==> config.mk <==
export PLATFORM = sky130hd
export DESIGN_NAME = mul_arbiter
export DESIGN_NICKNAME = d
export VERILOG_FILES = /design/src/rtl/mul_pkg.sv /design/src/rtl/mul_arbiter_rr.sv /design/src/rtl/mul_arbiter.sv
export SDC_FILE = /design/constraint.sdc
export NUM_CORES = 1
export LEC_CHECK = 0
export CORE_AREA = 2 2 110 112
export CTS_BUF_LIST = sky130_fd_sc_hd__clkbuf_16
export DETAILED_ROUTE_END_ITERATION = 7
export DIE_AREA = 0 0 112 114
export PLACE_DENSITY = 0.84
export SYNTH_ARGS = -nofsm -noshare
export SYNTH_HDL_FRONTEND = slang
export SYNTH_SLANG_ARGS = --single-unit
==> constraint.sdc <==
create_clock -name clk -period 6.6 [get_ports clk]
set_input_delay 0.66 -clock clk [delete_from_list [all_inputs] [get_ports clk]]
set_output_delay 0.66 -clock clk [all_outputs]
set_load 0.02 [all_outputs]
==> src/rtl/mul_pkg.sv <==
// mul_pkg
// Shared types and constants for the multiplier arbiter slice.
//   mul_op_e        : multiply flavour, passed through to the multiplier untouched
//   mul_arb_state_e : arbiter/sequencer FSM state encoding
//   MUL_XLEN        : default operand/result width
package mul_pkg;

    localparam int MUL_XLEN = 32;

    typedef enum logic [1:0] {
        OP_MUL    = 2'b00,   // low 32 bits of signed x signed
        OP_MULH   = 2'b01,   // high 32 bits of signed x signed
        OP_MULHSU = 2'b10,   // high 32 bits of signed x unsigned
        OP_MULHU  = 2'b11    // high 32 bits of unsigned x unsigned
    } mul_op_e;

    typedef enum logic [1:0] {
        ST_IDLE  = 2'd0,
        ST_ISSUE = 2'd1,
        ST_WAIT  = 2'd2,
        ST_RESP  = 2'd3
    } mul_arb_state_e;

endpackage

==> src/rtl/mul_arbiter_rr.sv <==
// rr_arbiter
// Combinational round-robin picker. The search starts one above last_grant
// and wraps, so the most recently served requester has lowest priority.
// Ports:
//   req        in  NUM_REQ  request vector
//   last_grant in  ID_W     index of the previously granted requester
//   grant      out NUM_REQ  one-hot grant (all zero when no request)
//   grant_idx  out ID_W     encoded grant index (0 when no request)
module rr_arbiter #(
    parameter int NUM_REQ = 2,
    localparam int ID_W = (NUM_REQ > 1) ? $clog2(NUM_REQ) : 1
) (
    input  logic [NUM_REQ-1:0] req,
    input  logic [ID_W-1:0]    last_grant,
    output logic [NUM_REQ-1:0] grant,
    output logic [ID_W-1:0]    grant_idx
);

    logic found;

    // Two ascending passes instead of a modular index: first the requesters
    // above last_grant, then the ones at or below it (the wrap-around).
    always_comb begin
        grant     = '0;
        grant_idx = '0;
        found     = 1'b0;
        for (int k = 0; k < NUM_REQ; k++) begin
            if (!found && req[k] && (ID_W'(k) > last_grant)) begin
                found     = 1'b1;
                grant[k]  = 1'b1;
                grant_idx = ID_W'(k);
            end
        end
        for (int k = 0; k < NUM_REQ; k++) begin
            if (!found && req[k] && (ID_W'(k) <= last_grant)) begin
                found     = 1'b1;
                grant[k]  = 1'b1;
                grant_idx = ID_W'(k);
            end
        end
    end

endmodule

==> src/rtl/mul_arbiter.sv <==
// mul_arbiter
// Shares one handshake multiplier between NUM_REQ requesters. One operation
// is in flight at a time: grant, issue operands, wait for the result strobe,
// present a tagged response, then return to arbitration.
// Optional feature macro: MUL_ARB_TIMEOUT_EN -- aborts an operation that
// spends TIMEOUT_CYCLES in ISSUE+WAIT, answering with result 0 and err 1.
// Ports:
//   clk, rst                   clock, async active-high reset
//   req_valid_i / req_ready_o  per-requester request handshake
//   req_a_i, req_b_i, req_op_i per-requester operands and op
//   rsp_valid_o / rsp_ready_i  shared response handshake
//   rsp_result_o, rsp_id_o     result and owning requester index
//   rsp_err_o                  response produced by timeout abort
//   mul_a_o, mul_b_o, mul_op_o latched operands to the multiplier
//   mul_in_valid_o / mul_in_ready_i    multiplier input handshake
//   mul_out_valid_i / mul_out_ready_o  multiplier result handshake
//   mul_result_i               multiplier result
//
// state    | meaning
// ---------+-------------------------------------------------------
// ST_IDLE  | arbitrating; req_ready_o shows the grant
// ST_ISSUE | operands presented, mul_in_valid_o high
// ST_WAIT  | mul_out_ready_o high, waiting for mul_out_valid_i
// ST_RESP  | rsp_valid_o high until rsp_ready_i
module mul_arbiter
    import mul_pkg::*;
#(
    parameter int NUM_REQ        = 2,
    parameter int XLEN           = MUL_XLEN,
    parameter int TIMEOUT_CYCLES = 64,
    localparam int ID_W = (NUM_REQ > 1) ? $clog2(NUM_REQ) : 1
) (
    input  logic                           clk,
    input  logic                           rst,
    input  logic [NUM_REQ-1:0]             req_valid_i,
    output logic [NUM_REQ-1:0]             req_ready_o,
    input  logic [NUM_REQ-1:0][XLEN-1:0]   req_a_i,
    input  logic [NUM_REQ-1:0][XLEN-1:0]   req_b_i,
    input  logic [NUM_REQ-1:0][1:0]        req_op_i,
    output logic                           rsp_valid_o,
    input  logic                           rsp_ready_i,
    output logic [XLEN-1:0]                rsp_result_o,
    output logic [ID_W-1:0]                rsp_id_o,
    output logic                           rsp_err_o,
    output logic [XLEN-1:0]                mul_a_o,
    output logic [XLEN-1:0]                mul_b_o,
    output logic [1:0]                     mul_op_o,
    output logic                           mul_in_valid_o,
    input  logic                           mul_in_ready_i,
    output logic                           mul_out_ready_o,
    input  logic                           mul_out_valid_i,
    input  logic [XLEN-1:0]                mul_result_i
);

    if (NUM_REQ < 2 || TIMEOUT_CYCLES < 1) begin : g_param_check
        $error("mul_arbiter: NUM_REQ must be >= 2 and TIMEOUT_CYCLES >= 1");
    end

    mul_arb_state_e     state;
    logic [ID_W-1:0]    last_grant;
    logic [ID_W-1:0]    grant_idx;
    logic [NUM_REQ-1:0] grant;
    logic               any_req;
    logic               timeout;

    rr_arbiter #(.NUM_REQ(NUM_REQ)) u_rr (
        .req        (req_valid_i),
        .last_grant (last_grant),
        .grant      (grant),
        .grant_idx  (grant_idx)
    );

    assign any_req = |req_valid_i;

    // Gated by rst so no accept is advertised while the block is held in reset.
    assign req_ready_o     = (state == ST_IDLE && !rst) ? grant : '0;
    assign mul_in_valid_o  = (state == ST_ISSUE);
    assign mul_out_ready_o = (state == ST_WAIT);
    assign rsp_valid_o     = (state == ST_RESP);

    always_ff @(posedge clk or posedge rst) begin
        if (rst) begin
            state        <= ST_IDLE;
            last_grant   <= ID_W'(NUM_REQ - 1);
            mul_a_o      <= '0;
            mul_b_o      <= '0;
            mul_op_o     <= '0;
            rsp_id_o     <= '0;
            rsp_result_o <= '0;
        end else begin
            case (state)
                ST_IDLE: begin
                    if (any_req) begin
                        mul_a_o    <= req_a_i[grant_idx];
                        mul_b_o    <= req_b_i[grant_idx];
                        mul_op_o   <= req_op_i[grant_idx];
                        rsp_id_o   <= grant_idx;
                        last_grant <= grant_idx;
                        state      <= ST_ISSUE;
                    end
                end
                ST_ISSUE: begin
                    if (timeout) begin
                        rsp_result_o <= '0;
                        state        <= ST_RESP;
                    end else if (mul_in_ready_i) begin
                        state <= ST_WAIT;
                    end
                end
                ST_WAIT: begin
                    if (timeout) begin
                        rsp_result_o <= '0;
                        state        <= ST_RESP;
                    end else if (mul_out_valid_i) begin
                        rsp_result_o <= mul_result_i;
                        state        <= ST_RESP;
                    end
                end
                ST_RESP: begin
                    if (rsp_ready_i) begin
                        state <= ST_IDLE;
                    end
                end
                default: state <= ST_IDLE;
            endcase
        end
    end

`ifdef MUL_ARB_TIMEOUT_EN
    localparam int TMO_W = $clog2(TIMEOUT_CYCLES + 1);

    // Down-counter loaded at the grant edge; reaching zero while still in
    // ISSUE/WAIT means TIMEOUT_CYCLES cycles have been spent there.
    logic [TMO_W-1:0] tmo_cnt;

    always_ff @(posedge clk or posedge rst) begin
        if (rst) begin
            tmo_cnt <= '0;
        end else if (state == ST_IDLE && any_req) begin
            tmo_cnt <= TMO_W'(TIMEOUT_CYCLES - 1);
        end else if ((state == ST_ISSUE || state == ST_WAIT) && tmo_cnt != '0) begin
            tmo_cnt <= tmo_cnt - 1'b1;
        end
    end

    assign timeout = (state == ST_ISSUE || state == ST_WAIT) && (tmo_cnt == '0);

    always_ff @(posedge clk or posedge rst) begin
        if (rst) begin
            rsp_err_o <= 1'b0;
        end else if (timeout) begin
            rsp_err_o <= 1'b1;
        end else if (state == ST_WAIT && mul_out_valid_i) begin
            rsp_err_o <= 1'b0;
        end
    end
`else
    assign timeout   = 1'b0;
    assign rsp_err_o = 1'b0;
`endif

endmodule

Word level (Yosys, flattened, before mapping). Index checks and enable logic that the tools add are counted.

Register bits: 102. Input bits: 171. Output and inout bits: 105. Logic and storage cells: 56.

Order comparisons: 5. Equal/unequal tests: 7. Muxes and demuxes: 20. Reductions and logical operators: 17.

Operator list (number): $mux 32 (4); $mux 2 (7); $logic_and 1x1->1 (8); $mux 1 (8); $pmux 2 s4 (1); $ne 2x1->1 const B (3); $eq 2x2->1 const B (2); $logic_not 1->1 (4); $reduce_and 2->1 (2); $reduce_and 4->1 (1); $eq 2x1->1 const B (1); $gt 1x1->1 const A (2); $le 1x1->1 const A (2); $logic_not 2->1 (1); $lt 1x2->1 const B (1); $ne 2x2->1 const B (1); $reduce_or 2->1 (1).

Logic depth before layout (Yosys ltp).
Word-level depth: 17. Gate-level depth with buffers: 7. Gate-level depth less buffers: 5.

By module. Synthesis repeated with hierarchy kept, for this count alone.

Cells, all modules: 388. Area, all modules: 4596.9 sq um.

By module, submodules not included: mul_arbiter (instances 1, cells each 384, area each 4570.6 sq um, sequential area each 2553.7 sq um); rr_arbiter (instances 1, cells each 4, area each 26.3 sq um, sequential area each 0.0 sq um).

Worst setup path before layout. Ideal clock, no wire load.

Path type: input port to output port. Start: input port rst. End: output port req_ready_o[0]. Arrival time: 3354 ps. Data required time: 5940 ps. Slack: 2586 ps. Stages on the path: 2. Buffers on the path: 0. Path through: inv_1 and4_1.

Longest elaborated chain between the ends: 3.

RTL lines: start: declaration (line mul_arbiter.sv:34) `input logic rst,`; $logic_not 1->1 (no line); $logic_and 1x1->1 (line mul_arbiter.sv:76) `assign req_ready_o = (state == ST_IDLE && !rst) ? grant : '0;`; $mux 2 (line mul_arbiter.sv:76); end: declaration (line mul_arbiter.sv:36) `output logic [NUM_REQ-1:0] req_ready_o,`.

No other way between the ends.

Worst setup path after layout.
Start: input port req_valid_i[1]. End: output port req_ready_o[1].

Longest elaborated chain between the ends: 12. Elaborated cells on any way between the ends: 13. Those cells by class: mux: 5; reduce/logical: 8.

RTL lines: start: declaration (line mul_arbiter.sv:35) `input logic [NUM_REQ-1:0] req_valid_i,`; $logic_and 1x1->1 (2 in series) (line mul_arbiter_rr.sv:28) `if (!found && req[k] && (ID_W'(k) > last_grant)) begin`; $mux 1 (line mul_arbiter_rr.sv:28); $logic_not 1->1 (line mul_arbiter_rr.sv:35) `if (!found && req[k] && (ID_W'(k) <= last_grant)) begin`; $logic_and 1x1->1 (2 in series) (line mul_arbiter_rr.sv:35); $mux 1 (line mul_arbiter_rr.sv:35); $logic_not 1->1 (line mul_arbiter_rr.sv:35); $logic_and 1x1->1 (2 in series) (line mul_arbiter_rr.sv:35); $mux 1 (*) (line mul_arbiter_rr.sv:35); $mux 2 (*) (line mul_arbiter.sv:76).

Every way passes the cells marked *; elsewhere a longest branch is shown, timed or not.

==> reports/metrics.yaml <==
cells_and_area:
  synthToLayoutAreaGrowth_pct: 68.6
  nNetsFinal: 823
  regArea_um2: 2550
  fill_cells: 934
  layout-drive-gt1-share: 0.0873
  final_util: 0.649
  multi_input_area_um2: 1790
  antenna_cells: 0
timing:
  rsz0062_at_grt: "no"
  tightest_slew_ns: 1.11
  finalCriticalPeriod_ns: 3.21
  setup_tns_ns: 0
  hold_violations: 0
  finalClockSkew_ns: 0.00861
  slew_viol_final: 0
  post-route-period-util: 0.486
  setup_viol: 0
  maxSlewHeadroom: 0.262
  fmax_ghz: 0.312
detailed_routing:
  wirelength_um: 13000
  wl_per_cell_um: 16.3
  ant_nets: 0
  vias_per_cell: 4.85
  drt_iter0_drc: 129
  drc_errors: 0
  vias: 3879
  drt-pass1-iter-count: 4
clock_tree:
  cts_buffers: 9
  root_buffer: "clkbuf_16"
  ctsResizeCount: 0
  hold_buffers: 0
  htree_num_levels: 3
  cts_sinks: 102
  cts_setup_buffers: 0
  clockBufferDepth: 2
  cts_tree: "yes"
  clk_latency_ns: 0.34
  path_clk_slew_ns: 0.07
floorplanning:
  start_util: 0.385
  die_y_um: 114
  core_area_um2: 11700
  die_w_um: 112
  pin_count: 276
  rows: 40
  dieArea_um2: 12800
placement:
  dp_hpwl_um: 10100
  port_buffers: 274
  place.gp.congestion: 0.779
pwr:
  p_per_area_nw_per_um2: 442
  leakage_uw: 0.00339
  p_switching_uw: 1290
  vdd_drop_max_v: 0.000235
  p_int_uw: 2070
  pwr-share-comb: 0.525
  total_power_uw: 3360
  clkPwrFrac: 0.146
  seqPwrFrac: 0.329
  power_switching_share: 0.385
critical_path:
  r2r_slack_ns: 4.28
  worstPathArrival_ns: 2.55
  worstSetupEndpointType: "output pin"
  required_ns: 5.94
  crit_fanout: 35
  setup.worst_path.start_class: "input pin"
  reg2reg_from: "last_grant"
  crit_type: "in -> out"
  reg2reg_depth: 4
  reg2reg_to: "mul_a_o[28]"
synthesis:
  synthCells: 385
  synth_cell_type_count: 24
  syn_area_per_cell_um2: 11.7
  syn_area_um2: 4510
  ys_seq_area_frac: 0.566
  ys_warn_count: 0
  synth_nets: 560
  synth.ff_latch_count: 102
job:
  cap_violations: 0
hold_path:
  holdPathEnd: "mul_a_o[16]"
  hold_path_startpoint: "mul_a_o[16]"
  whs_path_depth: 2
  hold_class: "reg -> reg"
global_routing:
  grt_first_pass_wirelength_um: 20300
  globalRoute.totalOverflow: 0
  grt_max_degree: 134
  grt_antenna_before_repair: 0
  track_usage: 0.201
  grt_pass1_vias: 3981
run_status:
  status: "complete, no violations"
cells by family (layout without fill, tap and decap cells):
| kind of cell | count (synthesis) | count (layout) | share of synthesized area |
|---|---|---|---|
| adder cells (fa/ha/maj) | 4 | 4 | 0.0111 |
| multiplexers | 99 | 99 | 0.229 |
| AO/OA/AOI/OAI | 72 | 72 | 0.0847 |
| other | 1 | 1 | 0.000832 |
| AND/OR/NAND/NOR | 76 | 76 | 0.0683 |
| buffers and inverters | 31 | 299 | 0.0397 |
| flip-flops | 102 | 102 | 0.566 |
worst max-delay path by stage:
stage,start,end,slack (ns),depth (start not counted)
final,req_valid_i[1],req_ready_o[1],3.39,4
after global routing,req_valid_i[0],req_ready_o[1],3.34,4
after CTS,req_valid_i[0],req_ready_o[1],3.38,4
after detailed placement,req_valid_i[0],req_ready_o[1],3.38,4
after global placement,req_valid_i[0],req_ready_o[1],3.43,4
after floorplan,rst,req_ready_o[0],2.59,2
synthesized netlist by cell type:
library cell | instances | area [um2]
nor3b_1 | 1 | 7.51
buf_6 | 4 | 45.0
o21ai_0 | 49 | 245
or4_1 | 1 | 7.51
nand2_1 | 69 | 259
and4_1 | 1 | 8.76
ha_1 | 4 | 50.1
conb_1 | 1 | 3.75
mux2i_1 | 66 | 661
dfrtp_1 | 101 | 2530
o2bb2ai_1 | 1 | 8.76
a21bo_1 | 1 | 10.0
o21a_1 | 1 | 7.51
nor3_1 | 1 | 5.00
clkbuf_1 | 6 | 22.5
nor2b_1 | 2 | 12.5
dfstp_2 | 1 | 26.3
mux2_2 | 33 | 372
buf_2 | 11 | 55.1
o21ai_1 | 19 | 95.1
or2b_1 | 1 | 7.51
buf_4 | 5 | 37.5
a2111oi_2 | 1 | 15.0
inv_1 | 5 | 18.8
final cells by class:
type                       count  area share
clock buffer                   9      0.0296
inverter                       5     0.00280
timing repair buffer         278       0.365
clock inverter                 7     0.00659
sequential                   102       0.336
multi-input combinational    252       0.236
tap                          147      0.0242
power by group through the flow:
stage | sequential, uW | clock [uW] | combinational, uW
global placement | 1100 | 0 | 1740
finish | 1110 | 490 | 1770
global route | 1140 | 527 | 1890
CTS | 1110 | 501 | 1790
floorplan | 1470 | 0 | 558
detailed placement | 1120 | 0 | 1780
state kept, by name (all words and copies together), names as in the netlist:
register	flops
mul_a_o	32
mul_b_o	32
rsp_result_o	32
mul_op_o	2
state	2
last_grant	1
rsp_id_o	1
stage by stage:
stage | std cells | area [um2] | hold WS [ns] | setup slack (ns)
finish | 800 | 7600 | 0.481 | 3.39
global placement | 784 | 7320 | 0.460 | 3.43
global route | 800 | 7600 | 0.506 | 3.34
CTS | 800 | 7600 | 0.486 | 3.38
floorplan | 385 | 4510 | 0.468 | 2.59
detailed placement | 784 | 7320 | 0.470 | 3.38
worst max-delay path, stage by stage:
cell and delay [ns]:
clkdlybuf4s50_1 0.58, a21bo_4 0.45, nor3_1 0.21, clkdlybuf4s50_1 0.64
cell usage in the layout, fill, tap and decap left out, types with 2 or more instances in the layout:
cell type / instances
nand2_1: 69
dfrtp_1: 101
mux2_2: 33
nor2b_1: 2
buf_4: 4
clkbuf_16: 9
clkinvlp_4: 2
o21ai_0: 49
mux2i_1: 66
clkdlybuf4s50_1: 274
o21ai_1: 18
clkinv_4: 2
ha_1: 4
inv_1: 4
layer usage:
layer  up-vias  track usage  share of wire
met4         0        0.101          0.036
met5         -            0              0
met1      1827        0.214           0.36
li1       1849            -              -
met2       169        0.369           0.53
met3        34       0.0526          0.074
Power figures use the tool's default switching activity.
